`src/rtl/bp_pkg.sv`:
```
// Shared definitions for the branch predictor: default widths, the counter
// reset value and saturating step helpers used by the counters and statistics.
package bp_pkg;

    localparam int XLEN_DEF     = 32;
    localparam int CTR_BITS_DEF = 2;

    // Weakly-taken starting value: only the counter MSB set.
    function automatic int ctr_init(input int ctr_bits);
        return 1 << (ctr_bits - 1);
    endfunction

    // Increment that holds at max_val instead of wrapping.
    function automatic logic [31:0] sat_inc(input logic [31:0] val, input logic [31:0] max_val);
        return (val >= max_val) ? val : val + 32'd1;
    endfunction

    // Decrement that holds at zero instead of wrapping.
    function automatic logic [31:0] sat_dec(input logic [31:0] val);
        return (val == 32'd0) ? val : val - 32'd1;
    endfunction

endpackage

```
`src/rtl/bht_predictor_if.sv`:
```
// Fetch-query, resolve-update and statistics signals between the core
// (master) and the branch history table (slave).
interface bht_predictor_if #(
    parameter int XLEN      = 32,
    parameter int IDX_BITS  = 4,
    parameter int STAT_BITS = 16
);
    logic                 pred_valid;
    logic [XLEN-1:0]      pred_pc;
    logic                 pred_taken;
    logic [IDX_BITS-1:0]  pred_idx;
    logic                 upd_valid;
    logic [IDX_BITS-1:0]  upd_idx;
    logic                 upd_taken;
    logic                 upd_pred;
    logic [STAT_BITS-1:0] stat_branches;
    logic [STAT_BITS-1:0] stat_mispredicts;

    modport master (
        output pred_valid, pred_pc, upd_valid, upd_idx, upd_taken, upd_pred,
        input  pred_taken, pred_idx, stat_branches, stat_mispredicts
    );

    modport slave (
        input  pred_valid, pred_pc, upd_valid, upd_idx, upd_taken, upd_pred,
        output pred_taken, pred_idx, stat_branches, stat_mispredicts
    );
endinterface

```
`src/rtl/bp_sat_counter.sv`:
```
// One saturating direction counter. o_next is the value the counter will
// take at the next edge, so the top can forward a same-cycle update.
module bp_sat_counter
    import bp_pkg::*;
#(
    parameter int CTR_BITS = CTR_BITS_DEF,
    parameter int INIT     = 2
) (
    input  logic                clk,
    input  logic                rst,
    input  logic                i_inc,
    input  logic                i_dec,
    output logic [CTR_BITS-1:0] o_ctr,
    output logic [CTR_BITS-1:0] o_next
);
    localparam logic [31:0] CTR_MAX = 32'((64'd1 << CTR_BITS) - 64'd1);

    logic [CTR_BITS-1:0] r_ctr;
    logic [CTR_BITS-1:0] w_next;

    // Next value: saturating step in the requested direction, else hold.
    always_comb begin
        w_next = r_ctr;
        if (i_inc) begin
            w_next = CTR_BITS'(sat_inc(32'(r_ctr), CTR_MAX));
        end else if (i_dec) begin
            w_next = CTR_BITS'(sat_dec(32'(r_ctr)));
        end
    end

    // Counter register; reset overrides any pending step.
    always_ff @(posedge clk) begin
        if (rst) begin
            r_ctr <= CTR_BITS'(INIT);
        end else begin
            r_ctr <= w_next;
        end
    end

    assign o_ctr  = r_ctr;
    assign o_next = w_next;
endmodule

```
`src/rtl/bht_predictor.sv`:
```
// Branch history table: 2^IDX_BITS saturating direction counters indexed by
// fetch-PC bits, combinational prediction with write-through forwarding of a
// same-cycle update, and saturating branch/mispredict statistics.
// Optional gshare indexing (global history XORed into the index) is enabled
// by defining BHT_GSHARE_EN.
module bht_predictor
    import bp_pkg::*;
#(
    parameter int XLEN      = XLEN_DEF,
    parameter int IDX_BITS  = 4,
    parameter int CTR_BITS  = CTR_BITS_DEF,
    parameter int PC_LSB    = 2,
    parameter int STAT_BITS = 16
) (
    input  logic             clk,
    input  logic             rst,
    bht_predictor_if.slave   bp
);
    localparam int          DEPTH    = 1 << IDX_BITS;
    localparam int          INIT     = ctr_init(CTR_BITS);
    localparam logic [31:0] STAT_MAX = 32'((64'd1 << STAT_BITS) - 64'd1);

    logic [CTR_BITS-1:0]  w_ctr  [DEPTH];
    logic [CTR_BITS-1:0]  w_next [DEPTH];
    logic [IDX_BITS-1:0]  w_pc_idx;
    logic [IDX_BITS-1:0]  w_pred_idx;
    logic                 w_bypass;
    logic [CTR_BITS-1:0]  w_sel_ctr;
    logic [STAT_BITS-1:0] r_branches;
    logic [STAT_BITS-1:0] r_mispredicts;
    logic                 w_unused_pc;

    assign w_pc_idx    = bp.pred_pc[PC_LSB+IDX_BITS-1:PC_LSB];
    assign w_unused_pc = ^bp.pred_pc;

`ifdef BHT_GSHARE_EN
    logic [IDX_BITS-1:0] r_ghr;

    // Global history shifts in each resolved outcome alongside the counter update.
    always_ff @(posedge clk) begin
        if (rst) begin
            r_ghr <= '0;
        end else if (bp.upd_valid) begin
            r_ghr <= IDX_BITS'({r_ghr, bp.upd_taken});
        end
    end

    assign w_pred_idx = w_pc_idx ^ r_ghr;
`else
    assign w_pred_idx = w_pc_idx;
`endif

    for (genvar g = 0; g < DEPTH; g++) begin : g_entry
        logic w_hit;
        assign w_hit = bp.upd_valid && (bp.upd_idx == IDX_BITS'(g));

        bp_sat_counter #(
            .CTR_BITS (CTR_BITS),
            .INIT     (INIT)
        ) u_ctr (
            .clk    (clk),
            .rst    (rst),
            .i_inc  (w_hit && bp.upd_taken),
            .i_dec  (w_hit && !bp.upd_taken),
            .o_ctr  (w_ctr[g]),
            .o_next (w_next[g])
        );
    end

    // Prediction: read the indexed counter, forwarding the post-update value
    // when the resolving branch writes the same entry this cycle.
    always_comb begin
        w_bypass  = bp.upd_valid && (bp.upd_idx == w_pred_idx);
        w_sel_ctr = w_bypass ? w_next[w_pred_idx] : w_ctr[w_pred_idx];
    end

    assign bp.pred_idx   = w_pred_idx;
    assign bp.pred_taken = bp.pred_valid & w_sel_ctr[CTR_BITS-1];

    // Statistics: count resolved branches and mispredicts, holding at all-ones.
    always_ff @(posedge clk) begin
        if (rst) begin
            r_branches    <= '0;
            r_mispredicts <= '0;
        end else if (bp.upd_valid) begin
            r_branches <= STAT_BITS'(sat_inc(32'(r_branches), STAT_MAX));
            if (bp.upd_pred != bp.upd_taken) begin
                r_mispredicts <= STAT_BITS'(sat_inc(32'(r_mispredicts), STAT_MAX));
            end
        end
    end

    assign bp.stat_branches    = r_branches;
    assign bp.stat_mispredicts = r_mispredicts;
endmodule
```
`src/flat_wrapper.sv`:
```
// flat-port wrapper written by rule: the top's interface ports become plain ports
module bht_predictor_flat import bp_pkg::*;
#(
    parameter int XLEN      = XLEN_DEF,
    parameter int IDX_BITS  = 4,
    parameter int CTR_BITS  = CTR_BITS_DEF,
    parameter int PC_LSB    = 2,
    parameter int STAT_BITS = 16
)
  (clk, rst, bp_pred_valid, bp_pred_pc, bp_upd_valid, bp_upd_idx, bp_upd_taken, bp_upd_pred, bp_pred_taken, bp_pred_idx, bp_stat_branches, bp_stat_mispredicts);
  bht_predictor_if #(.XLEN(XLEN), .IDX_BITS(IDX_BITS), .STAT_BITS(STAT_BITS)) bp_i ();
  input  logic clk;
  input  logic rst;
  input wire logic [$bits(bp_i.pred_valid)-1:0] bp_pred_valid;
  input wire logic [$bits(bp_i.pred_pc)-1:0] bp_pred_pc;
  input wire logic [$bits(bp_i.upd_valid)-1:0] bp_upd_valid;
  input wire logic [$bits(bp_i.upd_idx)-1:0] bp_upd_idx;
  input wire logic [$bits(bp_i.upd_taken)-1:0] bp_upd_taken;
  input wire logic [$bits(bp_i.upd_pred)-1:0] bp_upd_pred;
  output wire logic [$bits(bp_i.pred_taken)-1:0] bp_pred_taken;
  output wire logic [$bits(bp_i.pred_idx)-1:0] bp_pred_idx;
  output wire logic [$bits(bp_i.stat_branches)-1:0] bp_stat_branches;
  output wire logic [$bits(bp_i.stat_mispredicts)-1:0] bp_stat_mispredicts;
  assign bp_i.pred_valid = bp_pred_valid;
  assign bp_i.pred_pc = bp_pred_pc;
  assign bp_i.upd_valid = bp_upd_valid;
  assign bp_i.upd_idx = bp_upd_idx;
  assign bp_i.upd_taken = bp_upd_taken;
  assign bp_i.upd_pred = bp_upd_pred;
  assign bp_pred_taken = bp_i.pred_taken;
  assign bp_pred_idx = bp_i.pred_idx;
  assign bp_stat_branches = bp_i.stat_branches;
  assign bp_stat_mispredicts = bp_i.stat_mispredicts;
  bht_predictor #(.XLEN(XLEN), .IDX_BITS(IDX_BITS), .CTR_BITS(CTR_BITS), .PC_LSB(PC_LSB), .STAT_BITS(STAT_BITS)) u_core (.clk(clk), .rst(rst), .bp(bp_i));
endmodule
```
`config.mk`:
```
export PLATFORM = sky130hd
export DESIGN_NAME = bht_predictor_flat
export DESIGN_NICKNAME = d
export VERILOG_FILES = /design/src/rtl/bp_pkg.sv /design/src/rtl/bht_predictor_if.sv /design/src/rtl/bp_sat_counter.sv /design/src/rtl/bht_predictor.sv /design/src/flat_wrapper.sv
export SDC_FILE = /design/constraint.sdc
export NUM_CORES = 1
export LEC_CHECK = 0
export BUFFER_PORTS_ARGS = -buffer_cell sky130_fd_sc_hd__buf_2
export CORE_ASPECT_RATIO = 0.75
export CORE_UTILIZATION = 50
export DETAILED_ROUTE_END_ITERATION = 8
export GPL_TIMING_DRIVEN = 0
export PLACE_DENSITY = 0.85
export SYNTH_ARGS = -nofsm -noshare
export SYNTH_HDL_FRONTEND = slang
export SYNTH_SLANG_ARGS = --single-unit
```
`constraint.sdc`:
```
create_clock -name clk -period 4.6 [get_ports clk]
set_clock_uncertainty 0.1 [all_clocks]
set_input_delay 0.92 -clock clk [delete_from_list [all_inputs] [get_ports clk]]
set_output_delay 0.92 -clock clk [all_outputs]
set_load 0.02 [all_outputs]
```
After elaboration in Yosys (flattened, before gate mapping)

Cells that the tools add are included.

Register bits after elaboration: 64
Input port bits: 42
Word-level logic and storage cells: 232

Add/sub/neg operators: 34
Magnitude comparators: 19
Eq/ne operators: 17
Mux-type cells: 71
Bitwise operators: 4
Reductions and logical operators: 69

Operators by type and width:

| kind                                                       | count |
|---|---|
| 2-to-1 mux 2 bit                                           | 69 |
| logical AND 1 bit                                          | 49 |
| adder 16 x 1 -> 16 bit (second input constant)             | 2 |
| adder 2 x 1 -> 2 bit (second input constant)               | 16 |
| == test 4 bit (second input constant)                      | 8 |
| greater-or-equal comparator 16 bit (second input constant) | 2 |
| greater-or-equal comparator 2 bit (second input constant)  | 16 |
| zero test 2 bit                                            | 16 |
| subtractor 2 x 1 -> 2 bit (second input constant)          | 16 |
| binary-select mux 2 bit (select 4 bit)                     | 2 |
| == test 4 x 3 -> 1 bit (second input constant)             | 4 |
| == test 4 x 2 -> 1 bit (second input constant)             | 2 |
| greater-or-equal comparator 5 bit (second input constant)  | 1 |
| NOT 4 -> 5 bit                                             | 1 |
| == test 4 x 1 -> 1 bit (second input constant)             | 1 |
| == test 4 bit                                              | 1 |
| zero test 4 bit                                            | 1 |
| AND reduction 3 bit                                        | 1 |
| NOT 1 bit                                                  | 2 |
| AND reduction 2 bit                                        | 1 |
| bitwise AND 1 bit                                          | 1 |
| zero test 1 bit                                            | 1 |
| != test 1 bit                                              | 1 |

Longest topological paths before layout

Gate-level depths: netlist of the first run.

Depth in word-level cells: 10
Depth in mapped cells: 8
Depth with buffers taken out: 7

By module

A second synthesis of the first run with hierarchy kept.

Cell total of the unflattened synthesis: 461
Area total of the unflattened synthesis: 3857.4 µm²

By module, submodules not included:

| module         | instances | cells an instance | area each (µm²) | sequential area each (µm²) |
|---|---|---|---|---|
| bht_predictor  | 1         | 269               | 2195.9          | 640.6 |
| bp_sat_counter | 16        | 12                | 103.8           | 40.0 |

Least setup slack after synthesis of the first run

No wires, ideal clock.

Path type: input-to-output
From: input bp_upd_valid
To: output bp_pred_taken
Arrival: 2.627 ns
Required time: 3.580 ns
Slack: 0.953 ns
Stages: 8
Buffers on the path: 2
Cells stage by stage: buf_4 -> or3b_1 -> buf_6 -> o31a_1 -> a211oi_2 -> a311o_2 -> a41oi_1 -> a211oi_2

Word-level cells in the longest chain between the ends: 9
Elaborated cells on any way between the ends: 86
Classes of those cells: mux (36); bitwise (1); reduce/logical (49)

Ends and longest elaborated chain:

| item                                                | RTL line             | source |
|---|---|---|
| from (decl)                                         | flat_wrapper.sv:16   | `input wire logic [$bits(bp_i.upd_valid)-1:0] bp_upd_valid;` |
| logical AND 1 bit                                   | bht_predictor.sv:55  | `assign w_hit = bp.upd_valid && (bp.upd_idx == IDX_BITS'(g));` |
| logical AND 1 bit                                   | bht_predictor.sv:64  | `.i_dec (w_hit && !bp.upd_taken),` |
| 2-to-1 mux 2 bit                                    | bp_sat_counter.sv:26 | `end else if (i_dec) begin` |
| 2-to-1 mux 2 bit                                    | bp_sat_counter.sv:24 | `if (i_inc) begin` |
| binary-select mux 2 bit (select 4 bit)              | bht_predictor.sv:74  | `w_sel_ctr = w_bypass ? w_next[w_pred_idx] : w_ctr[w_pred_idx];` |
| 2-to-1 mux 2 bit (implied by the code) (2 in a row) | bht_predictor.sv:74  |  |
| 2-to-1 mux 2 bit (*)                                | bht_predictor.sv:74  |  |
| bitwise AND 1 bit (*)                               | bht_predictor.sv:78  | `assign bp.pred_taken = bp.pred_valid & w_sel_ctr[CTR_BITS-1];` |
| to (decl)                                           | flat_wrapper.sv:20   | `output wire logic [$bits(bp_i.pred_taken)-1:0] bp_pred_taken;` |

Mark *: on every way between the ends. The rest lies on a longest branch, timed or not. The select of a mux whose other input is x is not followed.

Worst setup path in the final report of the first run

From: input bp_upd_idx[0]
To: output bp_pred_taken

Word-level cells in the longest chain between the ends: 10
Elaborated cells on any way between the ends: 103
Classes of those cells: eq/ne (16); mux (36); bitwise (1); reduce/logical (50)

Ends and longest elaborated chain:

| item                                                | RTL line             | source |
|---|---|---|
| from (decl)                                         | flat_wrapper.sv:17   | `input wire logic [$bits(bp_i.upd_idx)-1:0] bp_upd_idx;` |
| == test 4 bit, or another cell as far along         | bht_predictor.sv:55  |  |
| logical AND 1 bit                                   | bht_predictor.sv:55  |  |
| logical AND 1 bit                                   | bht_predictor.sv:64  |  |
| 2-to-1 mux 2 bit                                    | bp_sat_counter.sv:26 |  |
| 2-to-1 mux 2 bit                                    | bp_sat_counter.sv:24 |  |
| binary-select mux 2 bit (select 4 bit)              | bht_predictor.sv:74  |  |
| 2-to-1 mux 2 bit (implied by the code) (2 in a row) | bht_predictor.sv:74  |  |
| 2-to-1 mux 2 bit (*)                                | bht_predictor.sv:74  |  |
| bitwise AND 1 bit (*)                               | bht_predictor.sv:78  |  |

Marked as above.

==> results.md, run 1 <==
* Status: finished clean
* Crit-path max FO at 10
* Cell Int Power at 889 uW
* Via-to-Cell Ratio at 5.97
* FMAX at 244 MHz
* Slowest cell on the critical path: a2111oi_0
* GRT Overall Usage at 26.2%
* Fin. Hold Viols at 0
* Yosys Warn Count at 0
* Slew headroom at 46.5%
* Die width at 99.9 um
* Detail Placement HPWL at 6750 um
* GR Overflow Total at 0
* Dominant synthesized flop cell: dfxtp_1
* Dpl cells at 571
* Clock sink count at 64
* Final period utilization at 89.2%
* Max Cap Violations at 0
* Synth area leaders: dfxtp_1 36%, nor2_1 5.2%, nand2_1 4.5%, xnor2_1 4.1%, xor2_1 3.9%
* Share of the synthesized area in the top cell type at 35.6%
* Critical Path End Type: primary output
* Fin crit period at 4.10 ns
* Psw at 359 uW
* Largest net degree at the start of global routing at 12
* Yosys cell types at 54
* Leak pwr at 0.00153 uW
* Port bufs at 45
* RSZ-0062 raised after global routing: false
* Clock Power Share at 38.8%
* Worst path required time at 3.58 ns
* Cell count of the worst reg-to-reg path at 7
* Fin Setup TNS at 0 ns
* Worst hold path stage count at 2
* Post-DRT Antenna Nets at 0
* CTS root buffer: clkbuf_8
* Measured slew at the worst slew-check pin at 0.797 ns
* Pwr dens at 302 nW/um2
* N_diodes at 0
* Number of global-route vias before repair at 3096
* DR vias at 3502
* Detailed Routing Iterations Pass 1 at 5
* Share of flip-flops with an asynchronous set or reset at 0%
* Worst vdd ir at 161 uV
* Hold_buf cts at 0
* Sw Ratio at 28.7%
* Register area share after synthesis at 35.6%
* Resized Gates After CTS at 0
* CP dominant cell by count: buf_2
* Chip Height at 75.4 um
* Clk Latency, worst-skew pair at 0.36 ns
* Crit-path leading delay family: compound AO/OA/AOI/OAI gates
* CP peak stage delay at 0.51 ns
* Global-route wire length before repair at 15200 um
* Syn_area_per_cell at 8.40 um2
* Post-DR wirelength/cell at 16.2 um
* Final core occ at 59.9%
* Flops & latches, synth at 64
* Die area at 7540 um2
* Layout net count at 528
* Arr. time, crit path at 3.08 ns
* Combinational share of power at 13.6%
* IO Pins at 79
* Core Region at 6900 um2
* Post-route insts no fill at 587
* Clk buf depth at 2
* Number of max-slew violations in the final report at 0
* Initial DRC count at 272
* CTS clk-pin slew, worst paths at 0.07 ns
* Largest area contributor in the netlist: dfxtp_1
* CP Cell Sequence: buf_2, nand3b_1, buf_2, o31a_1, a2111oi_0, o311ai_0, a211oi_2, a211oi_2, buf_2
* CP Launch Type: input port
* Total wire length at 9510 um
* Number of remaining DRC errors at 0
* Crit path kind: input port to primary output
* CP Depth at 9
* Share of cells above drive strength 1 at 21.7%
* Initial Utilization at 52.1%
* Synthesis-to-layout area growth at 14.9%
* TritonCTS buffer count at 9
* Mapped Cells at 428
* CTS tree: yes
* Synth Cell Area at 3590 um2
* Num rows at 26
* Seq pwr share at 47.6%
* HP Class: flop to flop
* Synth Net Count at 472
* CP bufs+invs at 3
* Post-synth EDFFs at 0
* GPL Wtd Cong at 0.904
* Htree depth at 3
* Endpoints failing setup at 0
* Setup repair bufs after CTS at 0
* Number of antenna violations at the first check in global routing at 0
==> worst paths after layout <==
check / from / endpoint / slack [ns]
setup / recovery: bp_upd_idx[0] / bp_pred_taken / 0.50
hold / removal: flop / flop / 0.37
setup reg to reg: u_core.bp.stat_mispredicts[0]$_SDFFE_PP0P_ / u_core.bp.stat_mispredicts[8]$_SDFFE_PP0P_ / 2.39
hold reg to reg: flop / flop / 0.37
==> through the flow <==
stage | worst slack (ns) | instance area [um2] | hold slack (ns) | total power (uW)
final | 0.498 | 4130 | 0.372 | 1250
after global routing | 0.371 | 4130 | 0.407 | 1290
after CTS | 0.568 | 4130 | 0.372 | 1240
after detailed placement | 0.548 | 3940 | 0.362 | 772
after global placement | 0.641 | 3940 | 0.360 | 765
after floorplan | 0.953 | 3590 | 0.342 | 723
==> final cells by class <==
class	instances	area (um2)
clock inverters	6	60.1
flip-flops and latches	64	1280
clock buffers	10	128
plain buffers	29	165
fillers	594	2770
well taps	98	123
inverters	10	37.5
multi-input cells	325	2110
repair buffers	45	225
==> tightest hold or removal path, stage by stage, from the launching register on <==
cell     delay (ns)
dfxtp_1        0.31
inv_1          0.06
a21oi_1        0.06
==> metal layers <==
metal | global-route usage (%) | wire (um)
met1 | 34.4 | 4250
met2 | 41.0 | 4300
met3 | 6.70 | 676
met4 | 12.6 | 278
met5 | 0 | 0
==> cells by family (layout without fill, tap and decap cells) <==
logic type,count (synthesis),in the layout,share of synthesized area [%]
buf+inv,39,100,5.64
simple gates,184,184,25.4
xor+xnor,33,33,8.04
fa+ha+maj,2,2,0.696
compound gates,98,98,20.3
mux,8,8,4.32
flops,64,64,35.6
==> cells in the final DEF, fill, tap and decap left out, types with 6 or more instances in the layout <==
master / n
nand3_1: 17
buf_4: 6
inv_1: 10
a21oi_1: 27
a311oi_1: 14
nand2_1: 43
o21ai_0: 9
xor2_1: 16
clkbuf_1: 16
buf_2: 48
o31a_1: 9
or2_2: 18
xnor2_1: 17
clkbuf_8: 9
mux4_2: 6
nor3_1: 20
dfxtp_1: 64
nor2_1: 50
o21bai_1: 6
==> power by group through the flow <==
stage / registers, uW / logic [uW] / clock network [uW]
after floorplan: 605 / 118 / 0
after global placement: 605 / 160 / 0
after detailed placement: 606 / 166 / 0
after CTS: 593 / 167 / 481
after global routing: 597 / 183 / 507
final: 595 / 170 / 484
==> Yosys cell counts (all sizes together) (3+ instances only) <==
library cell  number
buf               14
nand4              3
a2111o             3
inv               10
mux4               6
nand3b             3
o31a               9
a21oi             27
nor2              52
nand3             18
nand2b             6
xor2              16
a211oi             3
dfxtp             64
o311ai             4
nor3              20
a2111oi            4
xnor2             17
clkbuf            15
and4               3
o21bai             6
nand2             43
and3               5
and2               3
or2               18
o21ai              9
or3                4
a311oi            15
Note: power is estimated with default switching activity, not from simulation.
==> run 2: changes to the inputs <==
- RECOVER_POWER: unset -> 100
==> run 2 against run 1 <==
Final area shrank 1.9%; via count shrank 0.51%; core utilization is 1.1 points lower; critical path type unchanged.
==> results.md, run 2 (synthesis gave the netlist of run 1 again) <==
* Crit-path max FO at 10
* FMAX at 236 MHz
* Die area at 7540 um2
* CP dominant cell by count: a211oi_2
* Worst Setup SP: bp_upd_idx[2]
* Core Region at 6900 um2
* DR vias at 3484
* Worst vdd ir at 161 uV
* Resized Gates After CTS at 0
* Clk buf depth at 2
* Htree depth at 3
* Number of max-slew violations in the final report at 0
* Num rows at 26
* IO Pins at 79
* CP peak stage delay at 0.52 ns
* GPL Wtd Cong at 0.904
* Via-to-Cell Ratio at 5.94
* Clk Latency, worst-skew pair at 0.36 ns
* Worst path required time at 3.58 ns
* Placed cell area at 3940 um2
* Endpoints failing setup at 0
* Fin. Hold Viols at 0
* Die width at 99.9 um
* Largest net degree at the start of global routing at 12
* Final Cell Area at 4050 um2
* Arr. time, crit path at 3.22 ns
* Detail Placement HPWL at 6750 um
* CTS clk-pin slew, worst paths at 0.07 ns
* Number of antenna violations at the first check in global routing at 0
* Pwr dens at 306 nW/um2
* GR Overflow Total at 0
* Final setup margin at 0.356 ns
* CP bufs+invs at 2
* Status: finished clean
* Setup repair bufs after CTS at 0
* Layout net count at 528
* Reg-to-Reg End: u_core.bp.stat_branches[8]$_SDFFE_PP0P_
* Max Cap Violations at 0
* GRT Overall Usage at 26.2%
* CTS tree: yes
* R2R Setup Slk at 2.34 ns
* Initial Utilization at 52.1%
* Clock sink count at 64
* Initial DRC count at 310
* Commonest non-fill, non-tap cells in the layout: 64 x dfxtp_1, 56 x clkbuf_1, 50 x nor2_1
* CP Launch Type: input port
* Fin Setup TNS at 0 ns
* Post-DR wirelength/cell at 16.2 um
* CP Cell Sequence: clkbuf_1, nand3_1, o31a_1, o22a_1, mux4_2, a211oi_2, a211oi_2, buf_2
* Tightest hold margin at 0.372 ns
* CP Capture Point: bp_pred_taken
* Critical Path End Type: primary output
* Cell count of the worst reg-to-reg path at 7
* Dpl cells at 571
* Pre-CTS setup slack at 0.548 ns
* TritonCTS buffer count at 9
* Number of remaining DRC errors at 0
* Crit path kind: input port to primary output
* Leak pwr at 0.00137 uW
* Number of global-route vias before repair at 3096
* CP Depth at 8
* Commonest non-fill, non-tap cell in the layout: dfxtp_1
* HP Class: flop to flop
* Measured slew at the worst slew-check pin at 0.812 ns
* Global-route wire length before repair at 15200 um
* Final period utilization at 92.3%
* Slew headroom at 45.5%
* CTS root buffer: clkbuf_8
* Detailed Routing Iterations Pass 1 at 5
* Chip Height at 75.4 um
* Fin crit period at 4.24 ns
* Total wire length at 9490 um
* Reg2reg start: u_core.bp.stat_branches[6]$_SDFFE_PP0P_
* N_diodes at 0
* Post-route insts no fill at 587
* RSZ-0062 raised after global routing: false
* Post-DRT Antenna Nets at 0
* Port bufs at 45
* Crit-path leading delay family: compound AO/OA/AOI/OAI gates
* Slowest cell on the critical path: mux4_2
* Synthesis-to-layout area growth at 12.7%
* Hold_buf cts at 0
* Share of cells above drive strength 1 at 13.1%
[run 2: changes by cell type in the layout (fill, tap and decap cells not counted), sizes merged]
cell,change
buf,-40
clkbuf,+40
[run 2: layer usage]
| layer | GRT usage [%] | vias to the layer above | routed length (um) |
|---|---|---|---|
| li1 | - | 1654 | - |
| met1 | 34.4 | 1648 | 4210 |
| met2 | 41.0 | 154 | 4350 |
| met3 | 6.70 | 28 | 716 |
| met4 | 12.6 | 0 | 212 |
| met5 | 0 | - | 0 |
[run 2: per-stage QoR]
step	total power [uW]	util (%)
final	1240	58.8
after global routing	1280	58.8
after CTS	1240	59.9
after detailed placement	772	57.2
after global placement	765	57.2
after floorplan	723	-
[run 2: power by group]
group	switching [uW]	internal, uW
clock network	234	247
registers	22.6	572
logic	98.5	67.3
[run 2: final cells by class]
cell class | count | area [um2]
clock buffers | 10 | 128
inverters | 10 | 37.5
fillers | 623 | 2840
clock inverters | 6 | 60.1
multi-input cells | 325 | 2090
plain buffers | 29 | 153
flip-flops and latches | 64 | 1280
well taps | 98 | 123
repair buffers | 45 | 179
[run 2: how the worst min path moves through the flow]
stage                     from  endpoint  slack (ns)  cells after the start
after floorplan           flop      flop        0.34                      2
after global placement    flop      flop        0.36                      2
after detailed placement  flop      flop        0.36                      2
after CTS                 flop      flop        0.37                      2
after global routing      flop      flop        0.41                      2
final                     flop      flop        0.37                      2
[run 2: worst min-delay path: stages (launching register included)]
cell     delay (ns)
dfxtp_1        0.31
inv_1          0.06
a21oi_1        0.06
